### src/rtl/dual_port_rom_arbiter_pkg.sv
// Shared widths and tag types for the dual-port ROM arbiter and its round-robin picker.
// Pure declarations: no latency, no flow control.
package dprom_arb_pkg;

  localparam int DPROM_ADDR_W = 10;
  localparam int DPROM_DATA_W = 12;

  typedef logic [2:0] req_id_t;

  typedef struct packed {
    logic    vld;
    req_id_t id;
  } tag_t;

endpackage

### src/rtl/dual_port_rom_arbiter_rr_pick2.sv
// Combinational two-winner round-robin picker: first valid from ptr wins A, second wins B.
// Zero latency; never stalls, idle outputs are all-zero.
module rr_pick2
  import dprom_arb_pkg::*;
#(
  parameter int NUM_REQ = 4,
  parameter int PTR_W   = $clog2(NUM_REQ)
) (
  input  logic [NUM_REQ-1:0] valid,
  input  logic [PTR_W-1:0]   ptr,
  output logic [NUM_REQ-1:0] win_a,
  output logic [NUM_REQ-1:0] win_b,
  output logic               has_a,
  output logic               has_b
);

  logic [PTR_W-1:0] w_idx;

  always_comb begin
    win_a = '0;
    win_b = '0;
    has_a = 1'b0;
    has_b = 1'b0;
    w_idx = '0;
    for (int k = 0; k < NUM_REQ; k++) begin
      w_idx = PTR_W'((int'(ptr) + k) % NUM_REQ);
      if (valid[w_idx]) begin
        if (!has_a) begin
          win_a[w_idx] = 1'b1;
          has_a        = 1'b1;
        end else if (!has_b) begin
          win_b[w_idx] = 1'b1;
          has_b        = 1'b1;
        end
      end
    end
  end

endmodule

### src/rtl/dual_port_rom_arbiter.sv
// Shares one dual-port ROM among NUM_REQ requesters; rsp at grant+ROM_LAT (+1 with DPROM_ARB_RSP_REG_EN).
// Up to two grants per cycle via req_ready; no response backpressure, requesters must sink rsp_valid.
module dual_port_rom_arbiter
  import dprom_arb_pkg::*;
#(
  parameter int NUM_REQ = 4,
  parameter int ADDR_W  = DPROM_ADDR_W,
  parameter int DATA_W  = DPROM_DATA_W,
  parameter int ROM_LAT = 1
) (
  input  logic                      clk,
  input  logic                      rst_n,
  input  logic [NUM_REQ-1:0]        req_valid,
  input  logic [NUM_REQ*ADDR_W-1:0] req_addr,
  output logic [NUM_REQ-1:0]        req_ready,
  output logic [NUM_REQ-1:0]        rsp_valid,
  output logic [NUM_REQ*DATA_W-1:0] rsp_data,
  output logic [ADDR_W-1:0]         rom_addr_a,
  output logic [ADDR_W-1:0]         rom_addr_b,
  input  logic [DATA_W-1:0]         rom_q_a,
  input  logic [DATA_W-1:0]         rom_q_b
);

  localparam int PTR_W = $clog2(NUM_REQ);
  localparam int LAST  = ROM_LAT - 1;

  logic [PTR_W-1:0]               r_ptr;
  logic [PTR_W-1:0]               w_ptr_nxt;
  logic [NUM_REQ-1:0]             w_req_vld;
  logic [NUM_REQ-1:0]             w_win_a;
  logic [NUM_REQ-1:0]             w_win_b;
  logic                           w_has_a;
  logic                           w_has_b;
  req_id_t                        w_id_a;
  req_id_t                        w_id_b;
  req_id_t                        w_last_id;
  logic [ADDR_W-1:0]              w_addr_a;
  logic [ADDR_W-1:0]              w_addr_b;
  logic [ADDR_W-1:0]              r_addr_a;
  logic [ADDR_W-1:0]              r_addr_b;
  tag_t                           r_tag_a [ROM_LAT];
  tag_t                           r_tag_b [ROM_LAT];
  logic [NUM_REQ-1:0]             w_hit_a;
  logic [NUM_REQ-1:0]             w_hit_b;
  logic [NUM_REQ-1:0][DATA_W-1:0] r_data;

  // Requests are masked during reset so nothing is granted or steered to the ROM.
  assign w_req_vld = rst_n ? req_valid : '0;

  rr_pick2 #(
    .NUM_REQ (NUM_REQ),
    .PTR_W   (PTR_W)
  ) u_pick (
    .valid (w_req_vld),
    .ptr   (r_ptr),
    .win_a (w_win_a),
    .win_b (w_win_b),
    .has_a (w_has_a),
    .has_b (w_has_b)
  );

  assign req_ready = w_win_a | w_win_b;

  always_comb begin
    w_id_a   = '0;
    w_id_b   = '0;
    w_addr_a = '0;
    w_addr_b = '0;
    for (int i = 0; i < NUM_REQ; i++) begin
      if (w_win_a[i]) begin
        w_id_a   = req_id_t'(i);
        w_addr_a = req_addr[i*ADDR_W +: ADDR_W];
      end
      if (w_win_b[i]) begin
        w_id_b   = req_id_t'(i);
        w_addr_b = req_addr[i*ADDR_W +: ADDR_W];
      end
    end
  end

  // Port B's winner is always later in search order, so it is the last grant when present.
  assign w_last_id = w_has_b ? w_id_b : w_id_a;
  assign w_ptr_nxt = PTR_W'((int'(w_last_id) + 1) % NUM_REQ);

  always_ff @(posedge clk or negedge rst_n) begin
    if (!rst_n) begin
      r_ptr    <= '0;
      r_addr_a <= '0;
      r_addr_b <= '0;
    end else begin
      if (w_has_a) begin
        r_ptr    <= w_ptr_nxt;
        r_addr_a <= w_addr_a;
      end
      if (w_has_b) begin
        r_addr_b <= w_addr_b;
      end
    end
  end

  assign rom_addr_a = w_has_a ? w_addr_a : r_addr_a;
  assign rom_addr_b = w_has_b ? w_addr_b : r_addr_b;

  always_ff @(posedge clk or negedge rst_n) begin
    if (!rst_n) begin
      for (int s = 0; s < ROM_LAT; s++) begin
        r_tag_a[s] <= '0;
        r_tag_b[s] <= '0;
      end
    end else begin
      r_tag_a[0] <= '{vld: w_has_a, id: w_id_a};
      r_tag_b[0] <= '{vld: w_has_b, id: w_id_b};
      for (int s = 1; s < ROM_LAT; s++) begin
        r_tag_a[s] <= r_tag_a[s-1];
        r_tag_b[s] <= r_tag_b[s-1];
      end
    end
  end

  // The last tag stage lines up with the ROM output of the same port.
  always_comb begin
    w_hit_a = '0;
    w_hit_b = '0;
    for (int i = 0; i < NUM_REQ; i++) begin
      w_hit_a[i] = r_tag_a[LAST].vld && (r_tag_a[LAST].id == req_id_t'(i));
      w_hit_b[i] = r_tag_b[LAST].vld && (r_tag_b[LAST].id == req_id_t'(i));
    end
  end

  always_ff @(posedge clk or negedge rst_n) begin
    if (!rst_n) begin
      r_data <= '0;
    end else begin
      for (int i = 0; i < NUM_REQ; i++) begin
        if (w_hit_a[i]) begin
          r_data[i] <= rom_q_a;
        end else if (w_hit_b[i]) begin
          r_data[i] <= rom_q_b;
        end
      end
    end
  end

`ifdef DPROM_ARB_RSP_REG_EN
  logic [NUM_REQ-1:0] r_rsp_vld;

  always_ff @(posedge clk or negedge rst_n) begin
    if (!rst_n) begin
      r_rsp_vld <= '0;
    end else begin
      r_rsp_vld <= w_hit_a | w_hit_b;
    end
  end

  assign rsp_valid = r_rsp_vld;
  assign rsp_data  = r_data;
`else
  logic [NUM_REQ-1:0][DATA_W-1:0] w_rsp_dat;

  always_comb begin
    w_rsp_dat = r_data;
    for (int i = 0; i < NUM_REQ; i++) begin
      if (w_hit_a[i]) begin
        w_rsp_dat[i] = rom_q_a;
      end else if (w_hit_b[i]) begin
        w_rsp_dat[i] = rom_q_b;
      end
    end
  end

  assign rsp_valid = w_hit_a | w_hit_b;
  assign rsp_data  = w_rsp_dat;
`endif

endmodule

### config.mk
export PLATFORM = sky130hd
export DESIGN_NAME = dual_port_rom_arbiter
export DESIGN_NICKNAME = d
export VERILOG_FILES = /design/src/rtl/dual_port_rom_arbiter_pkg.sv /design/src/rtl/dual_port_rom_arbiter_rr_pick2.sv /design/src/rtl/dual_port_rom_arbiter.sv
export SDC_FILE = /design/constraint.sdc
export NUM_CORES = 1
export LEC_CHECK = 0
export BUFFER_PORTS_ARGS = -buffer_cell sky130_fd_sc_hd__buf_2
export CAP_MARGIN = 20
export CORE_MARGIN = 2
export CORE_UTILIZATION = 55
export DETAILED_ROUTE_END_ITERATION = 7
export PLACE_DENSITY_LB_ADDON = 0.12
export SLEW_MARGIN = 20
export SYNTH_ARGS = -nofsm -noshare
export SYNTH_HDL_FRONTEND = slang
export SYNTH_SLANG_ARGS = --single-unit
### constraint.sdc
create_clock -name clk -period 5.79 [get_ports clk]
set_clock_uncertainty 0.2 [all_clocks]
set_input_delay 1.158 -clock clk [delete_from_list [all_inputs] [get_ports clk]]
set_output_delay 1.158 -clock clk [all_outputs]
set_load 0.05 [all_outputs]
Word-level counts from Yosys, hierarchy flattened
Index checks and enable logic that the tools add are counted.
{"block": "classes", "n_addsub": 4, "order_cmp": 8, "n_eq_ne": 6, "mux": 67, "bitwise": 7, "n_reduce_logical": 14}
{"cell": "two-way mux 10 bit", "n": 10}
{"cell": "two-way mux 12 bit", "n": 8}
{"cell": "two-way mux 4 bit", "n": 16}
{"cell": "bitwise OR 4 bit", "n": 7}
{"cell": "two-way mux 1 bit", "n": 20}
{"cell": "== test 3 x 2 -> 1 bit (second input constant)", "n": 4}
{"cell": "logical AND 1 bit", "n": 12}
{"cell": "less-than comparator 2 x 3 -> 1 bit (second input constant)", "n": 4}
{"cell": "binary-select mux 1 bit (select 2 bit)", "n": 4}
{"cell": "demux 1 bit (select 2 bit)", "n": 4}
{"cell": "greater-or-equal comparator 2 x 1 -> 1 bit (second input constant)", "n": 4}
{"cell": "== test 3 x 1 -> 1 bit (second input constant)", "n": 2}
{"cell": "logical NOT 3 bit", "n": 2}
{"cell": "two-way mux 2 bit", "n": 3}
{"cell": "two-way mux 3 bit", "n": 2}
{"cell": "adder 2 x 1 -> 2 bit (second input constant)", "n": 2}
{"cell": "adder 2 bit (second input constant)", "n": 2}
{"block": "totals", "reg_bits": 78, "in_bits": 70, "output_inout_bits": 76, "word_cells": 117}

Longest topological paths before layout
{"block": "depth", "word_depth": 20, "mapped_depth": 14, "mapped_depth_nobuf": 10}

Hierarchy
Synthesis repeated with hierarchy kept, for this count alone.
{"block": "hier_totals", "cells_unflattened": 442, "area_unflattened_um2": 4366.7}
{"mod": "dual_port_rom_arbiter", "instances": 1, "cells_per_inst": 392, "area_per_inst_um2": 3898.7, "seq_area_each_um2": 1901.8}
{"mod": "rr_pick2", "instances": 1, "cells_per_inst": 50, "area_per_inst_um2": 467.9, "seq_area_each_um2": 0.0}

Worst setup path before layout
OpenSTA, ideal clock, no wires.
{"block": "synth_path", "kind": "input -> output", "from": "in req_valid[2]", "to": "out rom_addr_a[0]", "t_arrival_ps": 3733, "t_required_ps": 4432, "path_slack_ps": 699, "path_stages": 10, "path_buffers": 2, "path_cell_list": "buf_2 > mux4_2 > buf_6 > a21oi_1 > o21ai_1 > a32oi_1 > a21bo_2 > nor2_4 > a22oi_1 > a22oi_1"}
{"block": "synth_via", "elab_chain_len": 18, "elab_cells_between_ends": 28, "cone_classes": "mux (25); bitwise (3)"}
{"item": "start, declared", "line": "dual_port_rom_arbiter.sv:13", "text": "input logic [NUM_REQ-1:0] req_valid,"}
{"item": "two-way mux 4 bit (*)", "line": "dual_port_rom_arbiter.sv:48", "text": "assign w_req_vld = rst_n ? req_valid : '0;"}
{"item": "binary-select mux 1 bit (select 2 bit)", "line": "dual_port_rom_arbiter_rr_pick2.sv:27", "text": "if (valid[w_idx]) begin"}
{"item": "two-way mux 1 bit (implied by the code)", "line": "dual_port_rom_arbiter_rr_pick2.sv:27"}
{"item": "two-way mux 4 bit", "line": "dual_port_rom_arbiter_rr_pick2.sv:27"}
{"item": "bitwise OR 4 bit (no source line)"}
{"item": "two-way mux 4 bit", "line": "dual_port_rom_arbiter_rr_pick2.sv:28", "text": "if (!has_a) begin"}
{"item": "two-way mux 4 bit", "line": "dual_port_rom_arbiter_rr_pick2.sv:27"}
{"item": "bitwise OR 4 bit (no source line)"}
{"item": "two-way mux 4 bit", "line": "dual_port_rom_arbiter_rr_pick2.sv:28"}
{"item": "two-way mux 4 bit", "line": "dual_port_rom_arbiter_rr_pick2.sv:27"}
{"item": "bitwise OR 4 bit (no source line)"}
{"item": "two-way mux 4 bit", "line": "dual_port_rom_arbiter_rr_pick2.sv:28"}
{"item": "two-way mux 4 bit", "line": "dual_port_rom_arbiter_rr_pick2.sv:27"}
{"item": "two-way mux 10 bit (4 in a row)", "line": "dual_port_rom_arbiter.sv:70", "text": "if (w_win_a[i]) begin"}
{"item": "two-way mux 10 bit (*)"}
{"item": "end, declared", "line": "dual_port_rom_arbiter.sv:18", "text": "output logic [ADDR_W-1:0] rom_addr_a,"}
Every way passes the cells marked *; elsewhere a longest branch is shown, timed or not. The select of a mux whose other input is x is not followed.

Final worst setup path
{"block": "layout_path", "from": "reg r_ptr[0]", "to": "out rom_addr_a[0]"}
{"block": "layout_via", "elab_chain_len": 19, "elab_cells_between_ends": 50, "cone_classes": "add/sub (3); order compare (8); mux (32); bitwise (3); reduce/logical (4)"}
{"item": "start, declared", "line": "dual_port_rom_arbiter.sv:27", "text": "logic [PTR_W-1:0] r_ptr;"}
{"item": "start signal, assigned", "line": "dual_port_rom_arbiter.sv:92", "text": "r_ptr <= w_ptr_nxt;"}
{"item": "adder 2 x 1 -> 2 bit, or another cell as far along", "line": "dual_port_rom_arbiter_rr_pick2.sv:26", "text": "w_idx = PTR_W'((int'(ptr) + k) % NUM_REQ);"}
{"item": "less-than comparator 2 x 3 -> 1 bit (implied by the code), or another cell as far along", "line": "dual_port_rom_arbiter_rr_pick2.sv:29", "text": "win_a[w_idx] = 1'b1;"}
{"item": "logical AND 1 bit (implied by the code) or two-way mux 1 bit (tied branches)", "line": "dual_port_rom_arbiter_rr_pick2.sv:29"}
{"item": "two-way mux 1 bit (implied by the code) or demux 1 bit (select 2 bit) (tied branches)"}
{"item": "demux 1 bit (select 2 bit) or two-way mux 4 bit (tied branches)"}
{"item": "bitwise OR 4 bit (no source line)"}
{"item": "two-way mux 4 bit", "line": "dual_port_rom_arbiter_rr_pick2.sv:28"}
{"item": "two-way mux 4 bit", "line": "dual_port_rom_arbiter_rr_pick2.sv:27"}
{"item": "bitwise OR 4 bit (no source line)"}
{"item": "two-way mux 4 bit", "line": "dual_port_rom_arbiter_rr_pick2.sv:28"}
{"item": "two-way mux 4 bit", "line": "dual_port_rom_arbiter_rr_pick2.sv:27"}
{"item": "bitwise OR 4 bit (no source line)"}
{"item": "two-way mux 4 bit", "line": "dual_port_rom_arbiter_rr_pick2.sv:28"}
{"item": "two-way mux 4 bit", "line": "dual_port_rom_arbiter_rr_pick2.sv:27"}
{"item": "two-way mux 10 bit (4 in a row)", "line": "dual_port_rom_arbiter.sv:70"}
{"item": "two-way mux 10 bit (*)"}
Marked as above.

==> impl_metrics.env <==
export IMPL_status="completed"
export IMPL_seq_area_frac_synth_pct=42.8
export IMPL_ys_seq_elements=76
export IMPL_initial_core_util_pct=57.2
export IMPL_grt_usage_pct=26.9
export IMPL_synth_warnings=0
export IMPL_grt_pass1_vias=3891
export IMPL_syn_area_sq_um=4440
export IMPL_drt_iter0_markers=211
export IMPL_path_clk_slew_ns=0.10
export IMPL_drive_above_1_share_pct=32.7
export IMPL_fp_coreArea_sq_um=7770
export IMPL_place_congestion=0.996
export IMPL_clockRootBuffer="clkbuf_8"
export IMPL_r2r_start="r_ptr[0]$_DFFE_PN0N_"
export IMPL_ys_types=52
export IMPL_drt_total_wl_um=11800
export IMPL_worstMarginPinSlew_ns=0.960
export IMPL_vias=4139
export IMPL_synth_edff_count=0
export IMPL_min_from="r_addr_b[3]$_DFF_PN0_"
export IMPL_num_rows=32
export IMPL_grt_pass1_wl_um=18700
export IMPL_final_setup_viol_count=0
export IMPL_htree_levels=3
export IMPL_grt_antenna_before_repair=0
export IMPL_drtPass1Iterations=5
export IMPL_detail_route_antenna_nets=0
export IMPL_cp_arrival_ns=4.17
export IMPL_fill_cells=628
export IMPL_clock_sinks=76
export IMPL_syn_nets=538
export IMPL_critical_path_startpoint_type="flip-flop"
export IMPL_maxCapViolCount=0
export IMPL_fmax_ghz=0.181
export IMPL_drc_errors=0
export IMPL_die_w_um=93.9
export IMPL_critPathCaptureType="output pin"
export IMPL_synthCells=460
export IMPL_rsz0062_at_grt="false"
export IMPL_layout_nets=670
export IMPL_slew_headroom_pct=35.8
export IMPL_crit_start="r_ptr[0]$_DFFE_PN0N_"
export IMPL_pin_count=146
export IMPL_hold_violations=0
export IMPL_drv_slew=0
export IMPL_die_h_um=93.9
export IMPL_port_buffers=145
export IMPL_yosys_most_used_dff="dfrtp_1"
export IMPL_tns_ns=0
export IMPL_clock_path_buffers=2
export IMPL_period_needed_ns=5.53
export IMPL_worstSkewPairLatency_ns=0.35
export IMPL_final_cell_area_sq_um=5430
export IMPL_crit_fanout=14
export IMPL_viasPerCell=5.92
export IMPL_cts_made_buffers=9
export IMPL_antenna_cells=0
export IMPL_grt_overflow=0
export IMPL_dpl_cell_area_sq_um=5220
export IMPL_post_cts_buffers=0
export IMPL_wire_per_inst_um=16.9
export IMPL_critical_path_required_ns=4.43
export IMPL_async_flop_share_pct=100
export IMPL_hp_class="reg -> reg"
export IMPL_syn_to_final_growth_pct=22.3
export IMPL_dieArea_sq_um=8810
export IMPL_grt_max_degree=51
export IMPL_final_period_utilization_pct=95.4
export IMPL_syn_area_per_cell_sq_um=9.66
export IMPL_cts_tree="done"
export IMPL_criticalPathCategory="reg -> out"
export IMPL_hpwlAfterDp_um=8430
what timing repair did:
action,4_1_cts,5_1_grt
resized for setup,0,2
endpoints found under the setup margin,0,18
hold buffers,0,0
layout make-up:
cell class              count  area (sq um)  area share [%]
inverters                   6          22.5           0.415
well taps                 102           128            2.35
clock inverters             7          82.6            1.52
flip-flops and latches     76          1900            35.0
clock buffers               9           124            2.28
multi-input cells         344          2370            43.6
repair buffers            155           803            14.8
sequential cells by signal (all words and copies together) (netlist names):
name,count
r_addr_a,10
r_addr_b,10
r_data,48
r_ptr,2
r_tag_a,3
r_tag_b,3
path summary, 6_finish.rpt:
kind                                    endpoint  cells after the start  slack [ns]
setup / recovery                   rom_addr_a[0]                     11        0.26
hold reg to reg            r_addr_b[3]$_DFF_PN0_                      2        0.30
hold / removal             r_addr_b[3]$_DFF_PN0_                      2        0.30
max in group asynchronous   r_data[39]$_DFF_PN0_                      2        4.21
min in group asynchronous  r_addr_a[7]$_DFF_PN0_                      2        0.69
setup reg to reg           r_addr_a[0]$_DFF_PN0_                     10        1.99
cell usage after synthesis (all sizes together) (3+ instances only):
library cell,count,share of area (%)
dfrtp,76,43
o21ai,70,7.9
nand2,69,6.0
mux2i,50,11
a21oi,24,2.8
clkbuf,21,1.8
a22oi,20,3.4
buf,13,1.9
nor2b,11,1.5
a221o,10,2.3
a221oi,10,2.0
ha,8,2.3
nand2b,8,1.1
nor2,8,0.85
nand3,7,0.79
or2,7,0.99
inv,6,0.51
mux4,5,2.5
nor3,4,0.70
xnor2,3,0.59
per-stage QoR:
stage               setup slack [ns]  instances  utilization (%)  hold WS, ns
floorplan                      0.699        460                -        0.507
detailed placement             0.356        683             67.2        0.280
CTS                            0.134        699             69.8        0.301
global route                  0.0311        699             69.9        0.343
finish                         0.264        699             69.9        0.302
global placement               0.400        683             67.2        0.275
per-layer routing:
metal / track usage (%) / part of all wire [%] / wire length, um / vias up
met4: 11.8 / 2.0 / 233 / 0
li1: - / - / - / 1953
met2: 43.0 / 49 / 5790 / 195
met5: 0 / 0 / 0 / -
met1: 35.9 / 41 / 4910 / 1970
met3: 4.57 / 7.7 / 909 / 21
logic make-up (layout without fill, tap and decap cells):
group	Yosys count	in the layout	share of synthesized area, %
DFF	76	76	42.8
xor gates and xnor gates	3	3	0.592
adders and majority gates	9	9	2.48
muxes	55	55	13.8
buffers and inverters	40	177	4.25
AOI/OAI and AO/OA	149	149	21.6
and+or+nand+nor	128	128	14.5
layout by cell type, fill, tap and decap left out, drive strengths merged, types with 4 or more instances in the layout:
cell type / synthesis / routed
dfrtp: 76 / 76
o21ai: 70 / 70
a221o: 10 / 10
mux2i: 50 / 50
buf: 13 / 155
a21oi: 24 / 24
nand3: 7 / 7
inv: 6 / 10
clkbuf: 21 / 9
nand2: 69 / 69
nor2: 8 / 8
nand2b: 8 / 8
a22oi: 20 / 20
ha: 8 / 8
a221oi: 10 / 10
nor3: 4 / 4
mux4: 5 / 5
or2: 7 / 7
nor2b: 11 / 11
critical path: stages (launching register included):
cell and delay, ns:
dfrtp_1 0.67, inv_1 0.26, ha_1 0.50, mux4_2 0.48, a21oi_1 0.18, o21ai_1 0.09
a32oi_1 0.37, a21bo_2 0.29, nor2_4 0.25, a22oi_1 0.13, a22oi_1 0.27, buf_2 0.31
Power is not shown: default switching activity piles up to over one toggle a cycle in this logic, so the estimate is an artifact.
